==> config.mk <==
export PLATFORM = sky130hd
export DESIGN_NAME = ohs_boost_ctrl
export DESIGN_NICKNAME = d
export VERILOG_FILES = /design/src/rtl/ohs_boost_ctrl.sv
export SDC_FILE = /design/constraint.sdc
export NUM_CORES = 1
export LEC_CHECK = 0
export BUFFER_PORTS_ARGS = -buffer_cell sky130_fd_sc_hd__buf_4
export CAP_MARGIN = 20
export CORE_ASPECT_RATIO = 0.8
export CORE_MARGIN = 5
export CORE_UTILIZATION = 38
export DETAILED_ROUTE_END_ITERATION = 6
export GPL_ROUTABILITY_DRIVEN = 0
export SYNTH_ARGS = -nofsm -noshare
export SYNTH_HDL_FRONTEND = slang
export SYNTH_SLANG_ARGS = --single-unit
==> constraint.sdc <==
create_clock -name aclk -period 15.1 [get_ports aclk]
set_input_delay 2.265 -clock aclk [delete_from_list [all_inputs] [get_ports aclk]]
set_output_delay 2.265 -clock aclk [all_outputs]
set_load 0.005 [all_outputs]
==> src/rtl/ohs_boost_ctrl.sv <==
// Sequencer and switch controller for the level-1 boost converter model.
// Divides aclk down to the model integration strobe, runs the PWM carrier
// once per model step, ramps the applied duty on start-up and trips the
// switch open on inductor over-current.
module ohs_boost_ctrl #(
   parameter int unsigned MODEL_DATA_WIDTH = 32,
   parameter int unsigned CNT_WIDTH        = 16,
   parameter int unsigned CE_DIV_WIDTH     = 16
) (
   input  logic                        aclk,
   input  logic                        reset,
   input  logic                        enable,
   input  logic [CE_DIV_WIDTH-1:0]     ce_div,
   input  logic [CNT_WIDTH-1:0]        pwm_period,
   input  logic [CNT_WIDTH-1:0]        duty,
   input  logic                        duty_load,
   input  logic [CNT_WIDTH-1:0]        ramp_step,
   input  logic [MODEL_DATA_WIDTH-1:0] il_limit,
   input  logic [MODEL_DATA_WIDTH-1:0] iL,
   input  logic                        fault_clear,
   output logic                        ce,
   output logic                        S1_pwm,
   output logic                        period_start,
   output logic [CNT_WIDTH-1:0]        duty_active,
   output logic [1:0]                  state,
   output logic                        fault
);

   typedef enum logic [1:0] {
      StIdle  = 2'd0,
      StRamp  = 2'd1,
      StRun   = 2'd2,
      StFault = 2'd3
   } state_e;

   state_e                  state_q;
   logic [CE_DIV_WIDTH-1:0] ce_cnt_q;
   logic                    ce_q;
   logic [CNT_WIDTH-1:0]    carrier_q;
   logic [CNT_WIDTH-1:0]    duty_shadow_q;
   logic [CNT_WIDTH-1:0]    duty_active_q;
   logic                    s1_q;
   logic                    fault_q;

   logic [CNT_WIDTH-1:0]    period_eff;
   logic [CNT_WIDTH-1:0]    period_last;
   logic [CNT_WIDTH-1:0]    duty_clamped;
   logic [CNT_WIDTH:0]      ramp_sum;
   logic [CNT_WIDTH-1:0]    ramp_next;
   logic                    switching;
   logic                    over_current;
   logic                    ce_wrap;
   logic                    boundary;

   // Derived carrier/duty quantities shared by the shadow and FSM logic.
   always_comb begin
      period_eff   = (pwm_period == '0) ? CNT_WIDTH'(1) : pwm_period;
      period_last  = period_eff - CNT_WIDTH'(1);
      duty_clamped = (duty > period_eff) ? period_eff : duty;
      switching    = (state_q == StRamp) || (state_q == StRun);
      over_current = $signed(iL) > $signed(il_limit);
      // >= so a divider or period lowered below the running count wraps at once
      ce_wrap      = ce_cnt_q >= ce_div;
      boundary     = ce_q && switching && (carrier_q >= period_last);
      // One extra bit so the ramp saturates instead of wrapping
      ramp_sum     = {1'b0, duty_active_q} + {1'b0, ramp_step};
      if ((ramp_step == '0) || (ramp_sum >= {1'b0, duty_shadow_q})) begin
         ramp_next = duty_shadow_q;
      end else begin
         ramp_next = ramp_sum[CNT_WIDTH-1:0];
      end
   end

   // Duty shadow: captured on duty_load, consumed only at period boundaries.
   always_ff @(posedge aclk) begin
      if (reset) begin
         duty_shadow_q <= '0;
      end else if (duty_load) begin
         duty_shadow_q <= duty_clamped;
      end
   end

   // Main sequencer: ce divider, carrier, duty application and run/fault FSM.
   always_ff @(posedge aclk) begin
      if (reset) begin
         state_q       <= StIdle;
         ce_cnt_q      <= '0;
         ce_q          <= 1'b0;
         carrier_q     <= '0;
         duty_active_q <= '0;
         s1_q          <= 1'b0;
         fault_q       <= 1'b0;
      end else begin
         // The model is frozen in IDLE; elsewhere it integrates every ce_div+1 clocks
         if (state_q == StIdle) begin
            ce_cnt_q <= '0;
            ce_q     <= 1'b0;
         end else if (ce_wrap) begin
            ce_cnt_q <= '0;
            ce_q     <= 1'b1;
         end else begin
            ce_cnt_q <= ce_cnt_q + CE_DIV_WIDTH'(1);
            ce_q     <= 1'b0;
         end

         s1_q <= switching && (carrier_q < duty_active_q);

         if ((state_q != StFault) && over_current) begin
            state_q       <= StFault;
            fault_q       <= 1'b1;
            s1_q          <= 1'b0;
            carrier_q     <= '0;
            duty_active_q <= '0;
         end else begin
            unique case (state_q)
               StFault: begin
                  carrier_q <= '0;
                  // Clearing needs the run request dropped so we never restart blindly
                  if (fault_clear && !enable) begin
                     state_q  <= StIdle;
                     fault_q  <= 1'b0;
                     ce_cnt_q <= '0;
                     ce_q     <= 1'b0;
                  end
               end
               StIdle: begin
                  if (enable) begin
                     state_q       <= StRamp;
                     duty_active_q <= '0;
                     carrier_q     <= '0;
                  end
               end
               StRamp, StRun: begin
                  if (!enable) begin
                     state_q       <= StIdle;
                     duty_active_q <= '0;
                     carrier_q     <= '0;
                     s1_q          <= 1'b0;
                     ce_cnt_q      <= '0;
                     ce_q          <= 1'b0;
                  end else if (boundary) begin
                     carrier_q <= '0;
                     if (state_q == StRamp) begin
                        duty_active_q <= ramp_next;
                        if (ramp_next == duty_shadow_q) begin
                           state_q <= StRun;
                        end
                     end else begin
                        duty_active_q <= duty_shadow_q;
                     end
                  end else if (ce_q) begin
                     carrier_q <= carrier_q + CNT_WIDTH'(1);
                  end
               end
               default: state_q <= StIdle;
            endcase
         end
      end
   end

   assign ce           = ce_q;
   assign S1_pwm       = s1_q;
   assign period_start = boundary;
   assign duty_active  = duty_active_q;
   assign state        = state_q;
   assign fault        = fault_q;

endmodule

==> results of run 1 <==
==> final timing paths <==
check | from | to | slack (ps) | cells after the start
max | pwm_period[2] | period_start | 6510 | 20
min | fault | fault | 480 | 2
max reg2reg | duty_active[0] | duty_active[4] | 10550 | 18
min reg2reg | fault | fault | 480 | 2
==> power by group <==
part	internal (mW)	switching, mW
registers	0.191	0.0144
clock network	0.175	0.0794
logic	0.115	0.147
==> state kept, by name, indices dropped and copies added, names as in the netlist <==
signal,cells
carrier_q,16
ce_cnt_q,16
duty_active,16
duty_shadow_q,16
state,2
S1_pwm,1
ce,1
fault,1
==> critical path: stages <==
cell,delay [ps]
buf_4,130
nor4_1,550
and3_1,330
nand2_1,100
nor4_1,370
nand3_1,160
nor2_1,190
a21o_1,190
inv_1,60
ha_1,270
nand2_1,110
xnor2_1,120
ha_1,240
o21ai_0,140
a21oi_1,100
a21oi_1,140
o22ai_1,110
a21oi_1,490
nor2_1,80
buf_4,160
==> Yosys cell counts, types with 5 or more instances <==
library cell  count
a211oi_1         26
a21o_1           37
a21oi_1          47
a22oi_1          10
a22oi_2           8
a31oi_1           7
and3_1           18
buf_2             6
clkbuf_1         12
dfxtp_1          69
ha_1            135
inv_1           117
mux2_2            7
mux2_4            8
mux2i_1          19
nand2_1          42
nand2b_1         12
nand3_1          33
nand4_1          25
nor2_1           98
nor2_2            6
nor2b_1           9
nor3_1           13
nor4_1            9
o211ai_1          6
o21ai_0          22
or3_1             5
xnor2_1          39
xnor3_1           6
xor2_1           21
==> logic make-up (layout without fill, tap and decap cells) <==
logic type               Yosys count  count (layout)  synth area share [%]
adder cells (fa/ha/maj)          136             136                  22.3
flip-flops                        69              69                  18.1
AO/OA/AOI/OAI                    208             208                  19.5
XOR/XNOR                          66              66                  8.63
multiplexers                      34              34                  5.09
AND/OR/NAND/NOR                  289             289                  18.9
buffers and inverters            143             291                  7.41
==> cell usage in the layout (no fill, tap or decap), drive strengths merged, types with 13 or more instances in the layout <==
master	count
buf	158
ha	135
inv	117
nor2	104
dfxtp	69
a21oi	48
nand2	42
xnor2	39
a21o	37
nand3	33
a211oi	27
o21ai	26
nand4	25
xor2	21
mux2i	19
and3	18
a22oi	18
mux2	15
nor3	13
clkbuf	13
==> final cells by class <==
class	instances	share of cell area (%)
Inverter	117	4.67
Sequential cell	69	14.7
Tap cell	264	3.51
Clock inverter	3	0.958
Clock buffer	13	2.88
Timing Repair Buffer	158	12.6
Multi-Input combinational cell	733	60.7
==> stage by stage <==
step           hold slack (ps)  power (mW)  utilization (%)  cell area (um2)
6_report                   479       0.722             47.5             9400
5_1_grt                    519       0.765             47.5             9400
4_1_cts                    481       0.727             47.5             9400
3_5_place_dp               471       0.471             45.7             9040
3_3_place_gp               471       0.467             45.6             9030
2_1_floorplan              438       0.380                -             7650
==> routing by layer <==
metal | GRT usage (%) | vias up | routed length [um]
li1 | - | 3671 | -
met1 | 28.6 | 3269 | 11700
met2 | 27.6 | 158 | 8770
met3 | 3.15 | 17 | 1040
met4 | 3.65 | 0 | 226
met5 | 0 | - | 0
==> results.json, run 1 <==
{
  "number_of_instances_in_the_synthesized_netlist": 945,
  "finalSetupTns_ps": 0,
  "clk_pin_slew_ps": 50,
  "final_nets": 1357,
  "globalRouteOverflowTotal": 0,
  "floorplan.initialDensity_pct": 38.6,
  "setup_violation_total_in_the_final_timing_report": 0,
  "grt_max_degree": 34,
  "mean_routed_wirelength_per_cell_um": 16.0,
  "core_area_um2": 19800,
  "post_cts_buffers": 0,
  "cts_max_level": 3,
  "die_w_um": 169,
  "synth.net_count": 1214,
  "period_utilisation_layout_pct": 56.9,
  "timing.final.crit_period_ps": 8590,
  "area.sequential_um2": 1380,
  "detail_route.first_pass.iterations": 5,
  "clock-sinks": 69,
  "number_of_drc_violations_after_detailed_routing_iteration_0": 409,
  "dp.cells": 1341,
  "slew_headroom_pct": 32.2,
  "insertion_delay_ps": 340,
  "power.ir.vdd_worst_uv": 60.7,
  "maxClockFrequency_mhz": 116,
  "yosysSeqAreaShare_pct": 18.1,
  "route.detailed.drc": 0,
  "status": "complete, no violations",
  "worst-endpoint-arrival_ps": 6320,
  "grt_pass1_wl_um": 35200,
  "grt_usage_pct": 18.7,
  "clock_tree.buffer_depth": 2,
  "power_leakage_nw": 4.57,
  "synth_largest_type_area_fraction_pct": 22.1,
  "synth-edff-count": 0,
  "ys.flop_type": "dfxtp_1",
  "crit_path_max_fanout": 7,
  "final_layout_size_suffix_gt1_share_pct": 19.7,
  "fillCellCount": 2019,
  "ant_nets": 0,
  "worst_pin_slew_ps": 1020,
  "pin_count": 155,
  "hold_violations": 0,
  "tritoncts_clock_tree": "done",
  "layout-area-overhead-vs-synth_pct": 22.9,
  "ys_ff_latch": 69,
  "drv.max_cap_violation_count": 0,
  "placement.setup.worst_slack_ps": 6620,
  "dr_total_vias": 7115,
  "place_hpwl_um": 18300,
  "post-synth-top-area-cell": "ha_1",
  "critPathCaptureType": "primary output",
  "portBuffers": 154,
  "finClkSkew_ps": 6.63,
  "avgSynthCellArea_um2": 8.10,
  "synthesis.area_um2": 7650,
  "grt_pass1_vias": 6876,
  "dieArea_um2": 23100,
  "placementRows": 46,
  "multi_input_area_um2": 5700,
  "finish.cell_count_without_fillers": 1357,
  "post_cts_hold_buffer_count": 0,
  "wirelength_um": 21800,
  "die_height_um": 137,
  "routed_via_density": 5.24,
  "min-delay-path-class": "register to register",
  "worst_ep_required_time_ps": 12840,
  "synthArstFlopShare_pct": 0,
  "rsz_0062_raised_after_global_routing": "false",
  "report.final.slew_viol_count": 0,
  "cts.root.buffer_cell": "clkbuf_16",
  "top_cells_by_area_synth": "ha_1 (22%), dfxtp_1 (18%), inv_1 (5.7%)",
  "netlist-cell-type-count": 68,
  "numCtsBuffers": 9,
  "setup_ws_ps": 6510,
  "worstSetupPathType": "input pin to primary output",
  "cts_resized": 0,
  "p_per_area_nw_per_um2": 76.9,
  "setup.worst_path.start_class": "input pin",
  "synth.yosys.warnings": 0,
  "antenna_cells_inserted": 0,
  "antenna_found_initial": 0
}
No activity file was read; power rests on OpenSTA's default activity.
==> inputs of run 2 (changes only) <==
clock period = 6.9 ns   (was 15.1 ns; I/O delays follow)
==> run 2 against run 1 <==
  * Global-route usage is 0.13 points higher
  * Combinational power is 120% higher
  * Routed wire length is 0.27% higher
  * Total power is 110% higher
==> results.json, run 2 (synthesis results as in run 1) <==
{
  "status": "complete, no violations",
  "worst_pin_slew_ps": 1060,
  "die_height_um": 137,
  "routed_via_density": 5.26,
  "setup.worst_path.start_class": "input pin",
  "final_nets": 1357,
  "numCtsBuffers": 9,
  "cts_resized": 0,
  "comb_power_share_pct": 37.3,
  "min-delay-path-class": "register to register",
  "drv.max_cap_violation_count": 0,
  "worstPathCellList": "buf_4 -> nor4_1 -> and3_1 -> nand2_1 -> nor4_1 -> nand3_1 -> nor2_1 -> a21o_1 -> inv_1 -> ha_1 -> nand2_1 -> xnor2_1 -> ha_1 -> o21ai_0 -> a21oi_1 -> a21oi_1 -> o22ai_1 -> a21oi_1 -> nor2_1 -> buf_4",
  "finClkSkew_ps": 11.0,
  "ant_nets": 0,
  "globalRouteOverflowTotal": 0,
  "worstSetupPathType": "input pin to primary output",
  "placementRows": 46,
  "critPathMaxStageDelay_ps": 540,
  "power_leakage_nw": 4.54,
  "crit_path_top_delay_cell": "nor4_1",
  "hold_depth": 2,
  "final_cell_mix": "buf_4 (158), ha_1 (135), inv_1 (117), nor2_1 (98), dfxtp_1 (69)",
  "final_layout_size_suffix_gt1_share_pct": 19.8,
  "dr_total_vias": 7140,
  "wirelength_um": 21800,
  "clockPowerShare_pct": 33.3,
  "number_of_drc_violations_after_detailed_routing_iteration_0": 421,
  "setup_violation_total_in_the_final_timing_report": 0,
  "antenna_found_initial": 0,
  "r2r_setup_slack_ps": 2410,
  "cts_max_level": 3,
  "clk_pin_slew_ps": 70,
  "layout-area-overhead-vs-synth_pct": 22.4,
  "fin_area_um2": 9370,
  "power.total_mw": 1.53,
  "grt_max_degree": 34,
  "switching_share_pct": 35.6,
  "startpoint": "pwm_period[2]",
  "post_cts_buffers": 0,
  "clock_tree.buffer_depth": 2,
  "crit_top_cell": "a21oi_1",
  "setup_ws_ps": 867,
  "maxClockFrequency_mhz": 166,
  "net-switching-power_mw": 0.545,
  "critPathCaptureType": "primary output",
  "sequentialPowerShare_pct": 29.5,
  "worst_r2r_src": "duty_active[0]",
  "grt_usage_pct": 18.9,
  "hold_violations": 0,
  "mean_routed_wirelength_per_cell_um": 16.1,
  "finalSetupTns_ps": 0,
  "die_w_um": 169,
  "timing.critical_path.buf_inv": 3,
  "grt_pass1_wl_um": 35200,
  "clock-sinks": 69,
  "min_from": "fault",
  "worst-endpoint-arrival_ps": 5000,
  "placement.setup.worst_slack_ps": 907,
  "place_hpwl_um": 18200,
  "floorplan.initialDensity_pct": 38.6,
  "intPower_mw": 0.988,
  "tritoncts_clock_tree": "done",
  "core_area_um2": 19800,
  "rsz_0062_raised_after_global_routing": "false",
  "period_utilisation_layout_pct": 87.4,
  "insertion_delay_ps": 350,
  "portBuffers": 154,
  "worstHoldEndpoint": "fault",
  "pin_count": 155,
  "p_per_area_nw_per_um2": 164,
  "crit_family": "simple AND/OR/NAND/NOR gates",
  "crit_path_max_fanout": 7,
  "worst_ep_required_time_ps": 5860,
  "reg2reg_depth": 18,
  "worstReg2RegEnd": "duty_active[4]",
  "antenna_cells_inserted": 0,
  "post_cts_hold_buffer_count": 0,
  "detail_route.first_pass.iterations": 5,
  "power.ir.vdd_worst_uv": 122,
  "cts.root.buffer_cell": "clkbuf_16",
  "dieArea_um2": 23100,
  "route.detailed.drc": 0,
  "grt_pass1_vias": 6795,
  "final_common_cell": "buf_4",
  "slew_headroom_pct": 29.1,
  "timing.final.crit_period_ps": 6030,
  "report.final.slew_viol_count": 0,
  "place_area_um2": 9040
}
## run 2: area by class of cell
class,instances,area (um2)
inverters,117,439
repair buffers,158,1190
fillers,2029,10400
flip-flops and latches,69,1380
multi-input cells,733,5700
clock inverters,7,100
well taps,264,330
clock buffers,9,225
## run 2: stage by stage
stage	util [%]	cells	hold slack [ps]
2_1_floorplan	-	945	438
3_3_place_gp	45.6	1340	473
3_5_place_dp	45.7	1341	470
4_1_cts	47.3	1357	481
5_1_grt	47.3	1357	497
6_report	47.3	1357	481
## run 2: power groups by stage
stage	clock network [mW]	logic, mW	registers, mW
CTS	0.520	0.570	0.450
floorplan	0	0.385	0.446
global placement	0	0.562	0.459
global route	0.543	0.633	0.454
detailed placement	0	0.567	0.459
finish	0.510	0.572	0.452
## run 2: worst min-delay path, delay by kind of cell, from the launching register on
kind / cells / cell delay (ps)
flops: 1 / 310
compound gates: 2 / 130
## run 2: worst max path at each step
stage,end,cells after the start
floorplan,period_start,18
global placement,period_start,20
detailed placement,period_start,20
CTS,period_start,20
global route,period_start,20
finish,period_start,20
## run 2: per-layer routing
layer	vias to the layer above	global-route usage [%]	part of all wire [%]
met5	-	0	0
met4	0	3.47	0.81
met3	16	3.90	5.6
met2	163	27.4	40
met1	3284	28.8	54
li1	3677	-	-
==> inputs of run 3 (changes only) <==
--- a/config.mk
+++ b/config.mk
@@ -9,5 +9,4 @@
 export CAP_MARGIN = 20
 export CORE_ASPECT_RATIO = 0.8
-export CORE_MARGIN = 5
 export CORE_UTILIZATION = 38
 export DETAILED_ROUTE_END_ITERATION = 6
==> constraint.sdc (replaced) <==
create_clock -name aclk -period 6.9 [get_ports aclk]
set_input_delay 0.345 -clock aclk [delete_from_list [all_inputs] [get_ports aclk]]
set_output_delay 0.345 -clock aclk [all_outputs]
set_load 0.005 [all_outputs]
==> run 3 against run 2 <==
  * The run now ends with DRC left
  * Highest routed layer unchanged
  * Utilization barely moved
  * Cell area barely moved
  * Critical endpoint is now state[0]
  * Total power fell by 0.89%
  * Setup slack improved by 1300 ps
  * Critical path type is now input pin to register
  * Critical path depth rose by 2
  * Via count fell by 1.5%
  * Global-route usage rose by 1.8 points
  * Sequential share of layout area barely moved
  * Cell count did not move
  * Routed wire length fell by 4.5%
==> results.json, run 3 (synthesis results as in run 1) <==
{
  "post_cts_buffers": 0,
  "insertion_delay_ps": 340,
  "globalRouteOverflowTotal": 0,
  "post_cts_hold_buffer_count": 0,
  "antenna_found_initial": 0,
  "final_layout_size_suffix_gt1_share_pct": 19.8,
  "slew_headroom_pct": 33.9,
  "crit_path_top_delay_cell": "nor4_1",
  "layout-area-overhead-vs-synth_pct": 22.4,
  "clock_tree.buffer_depth": 2,
  "crit_family": "simple AND/OR/NAND/NOR gates",
  "p_per_area_nw_per_um2": 162,
  "startpoint": "pwm_period[2]",
  "cp-endpoint": "state[0]",
  "dp.cells": 1341,
  "pin_count": 155,
  "min-delay-path-class": "input pin to register",
  "cts.root.buffer_cell": "clkbuf_16",
  "detail_route.first_pass.iterations": 7,
  "dieArea_um2": 20700,
  "worst_ep_required_time_ps": 7120,
  "antenna_cells_inserted": 0,
  "mean_routed_wirelength_per_cell_um": 15.4,
  "grt_max_degree": 34,
  "critPathCaptureType": "register",
  "cts_max_level": 3,
  "place_hpwl_um": 17500,
  "worstPathCellList": "buf_4 -> nor4_1 -> and3_1 -> nand2_1 -> nor4_1 -> nand3_1 -> nor2_1 -> a21o_1 -> inv_1 -> ha_1 -> nand3_1 -> xnor2_1 -> ha_1 -> nand4_1 -> a21oi_1 -> a21oi_1 -> o22ai_1 -> a21oi_1 -> a2111oi_0 -> and4_1 -> mux2i_1 -> nand2_1",
  "clock-sinks": 69,
  "grt_pass1_wl_um": 34300,
  "final_cell_mix": "buf_4 (157), ha_1 (135), inv_1 (117), nor2_1 (98), dfxtp_1 (69)",
  "sequentialPowerShare_pct": 29.7,
  "period_utilisation_layout_pct": 68.8,
  "finalSetupTns_ps": 0,
  "numCtsBuffers": 9,
  "report.final.slew_viol_count": 0,
  "clockPowerShare_pct": 32.9,
  "layout.core_utilization_pct": 47.3,
  "crit_cells": 22,
  "net-switching-power_mw": 0.531,
  "fillCellCount": 1986,
  "dr_total_vias": 7033,
  "worst_pin_slew_ps": 992,
  "worst_r2r_src": "duty_active[0]",
  "route.detailed.drc": 1,
  "tritoncts_clock_tree": "done",
  "cts_resized": 0,
  "timing.final.crit_period_ps": 4750,
  "hold-worst-slack_ps": 345,
  "placementRows": 46,
  "power.ir.vdd_worst_uv": 107,
  "die_height_um": 129,
  "worstReg2RegEnd": "duty_active[7]",
  "timing.critical_path.buf_inv": 2,
  "worst-endpoint-arrival_ps": 4970,
  "worstSetupPathType": "input pin to register",
  "drv.max_cap_violation_count": 0,
  "wirelength_um": 20800,
  "core_area_um2": 19800,
  "power_leakage_nw": 4.54,
  "area.sequential_um2": 1380,
  "multi_input_area_um2": 5700,
  "status": "complete, but fails checks",
  "critPathMaxStageDelay_ps": 630,
  "ant_nets": 0,
  "rsz_0062_raised_after_global_routing": "false",
  "failed_checks": "DRC",
  "die_w_um": 161,
  "crit_top_cell": "a21oi_1",
  "setup_violation_total_in_the_final_timing_report": 0,
  "hold_violations": 0,
  "r2r_setup_slack_ps": 2360,
  "clk_pin_slew_ps": 60,
  "setup.worst_path.start_class": "input pin",
  "finish.cell_count_without_fillers": 1357,
  "maxClockFrequency_mhz": 211,
  "reg2reg_depth": 18,
  "final_common_cell": "buf_4",
  "number_of_drc_violations_after_detailed_routing_iteration_0": 381,
  "intPower_mw": 0.989,
  "grt_usage_pct": 20.7,
  "final_nets": 1357,
  "crit_path_max_fanout": 7,
  "finClkSkew_ps": 6.70,
  "switching_share_pct": 34.9,
  "floorplan.initialDensity_pct": 38.6,
  "portBuffers": 154,
  "comb_power_share_pct": 37.3,
  "grt_pass1_vias": 6841,
  "routed_via_density": 5.18
}
## run 3: changes by cell type in the layout (fill, tap and decap cells not counted), sizes merged
cell | previous run | this run
clkinvlp | 3 | 2
inv | 117 | 118
## run 3: per-layer routing
| metal | GRT usage [%] | vias to the layer above | wire length [um] |
|---|---|---|---|
| li1 | - | 3681 | - |
| met1 | 30.8 | 3152 | 11300 |
| met2 | 30.7 | 181 | 8230 |
| met3 | 3.19 | 19 | 1050 |
| met4 | 4.93 | 0 | 250 |
| met5 | 0 | - | 0 |
## run 3: area by class of cell
cell class	instances	share of cell area (%)
Sequential cell	69	14.7
Clock inverter	7	1.04
Timing Repair Buffer	158	12.7
Inverter	117	4.69
Multi-Input combinational cell	733	60.9
Clock buffer	9	2.40
Tap cell	264	3.53
## run 3: how the worst min path moves through the flow
stage / slack (ps) / start / depth (start not counted) / end
floorplan: 440 / ce_cnt_q[0] / 1 / ce_cnt_q[0]
global placement: 470 / ce_cnt_q[0] / 1 / ce_cnt_q[0]
detailed placement: 470 / fault / 2 / fault
CTS: 330 / duty[0] / 3 / duty_shadow_q[0]
global route: 340 / duty[0] / 3 / duty_shadow_q[0]
finish: 340 / duty[0] / 3 / duty_shadow_q[0]
## run 3: through the flow
step	worst slack, ps	power [mW]	cell area (um2)
finish	2150	1.52	9370
global route	1600	1.62	9370
CTS	2230	1.53	9370
detailed placement	1900	1.02	9040
global placement	2080	1.02	9030
floorplan	2530	0.831	7650
## run 3: power by group through the flow
| stage | clock network, mW | logic (mW) | registers (mW) |
|---|---|---|---|
| global route | 0.532 | 0.628 | 0.456 |
| detailed placement | 0 | 0.562 | 0.460 |
| global placement | 0 | 0.557 | 0.459 |
| CTS | 0.512 | 0.566 | 0.452 |
| floorplan | 0 | 0.385 | 0.446 |
| finish | 0.501 | 0.567 | 0.452 |
## run 3: tightest hold or removal path, delay by kind of cell
| family | cells | cell delay (ps) |
|---|---|---|
| buf+inv | 1 | 130 |
| simple gates | 1 | 80 |
| compound gates | 1 | 70 |
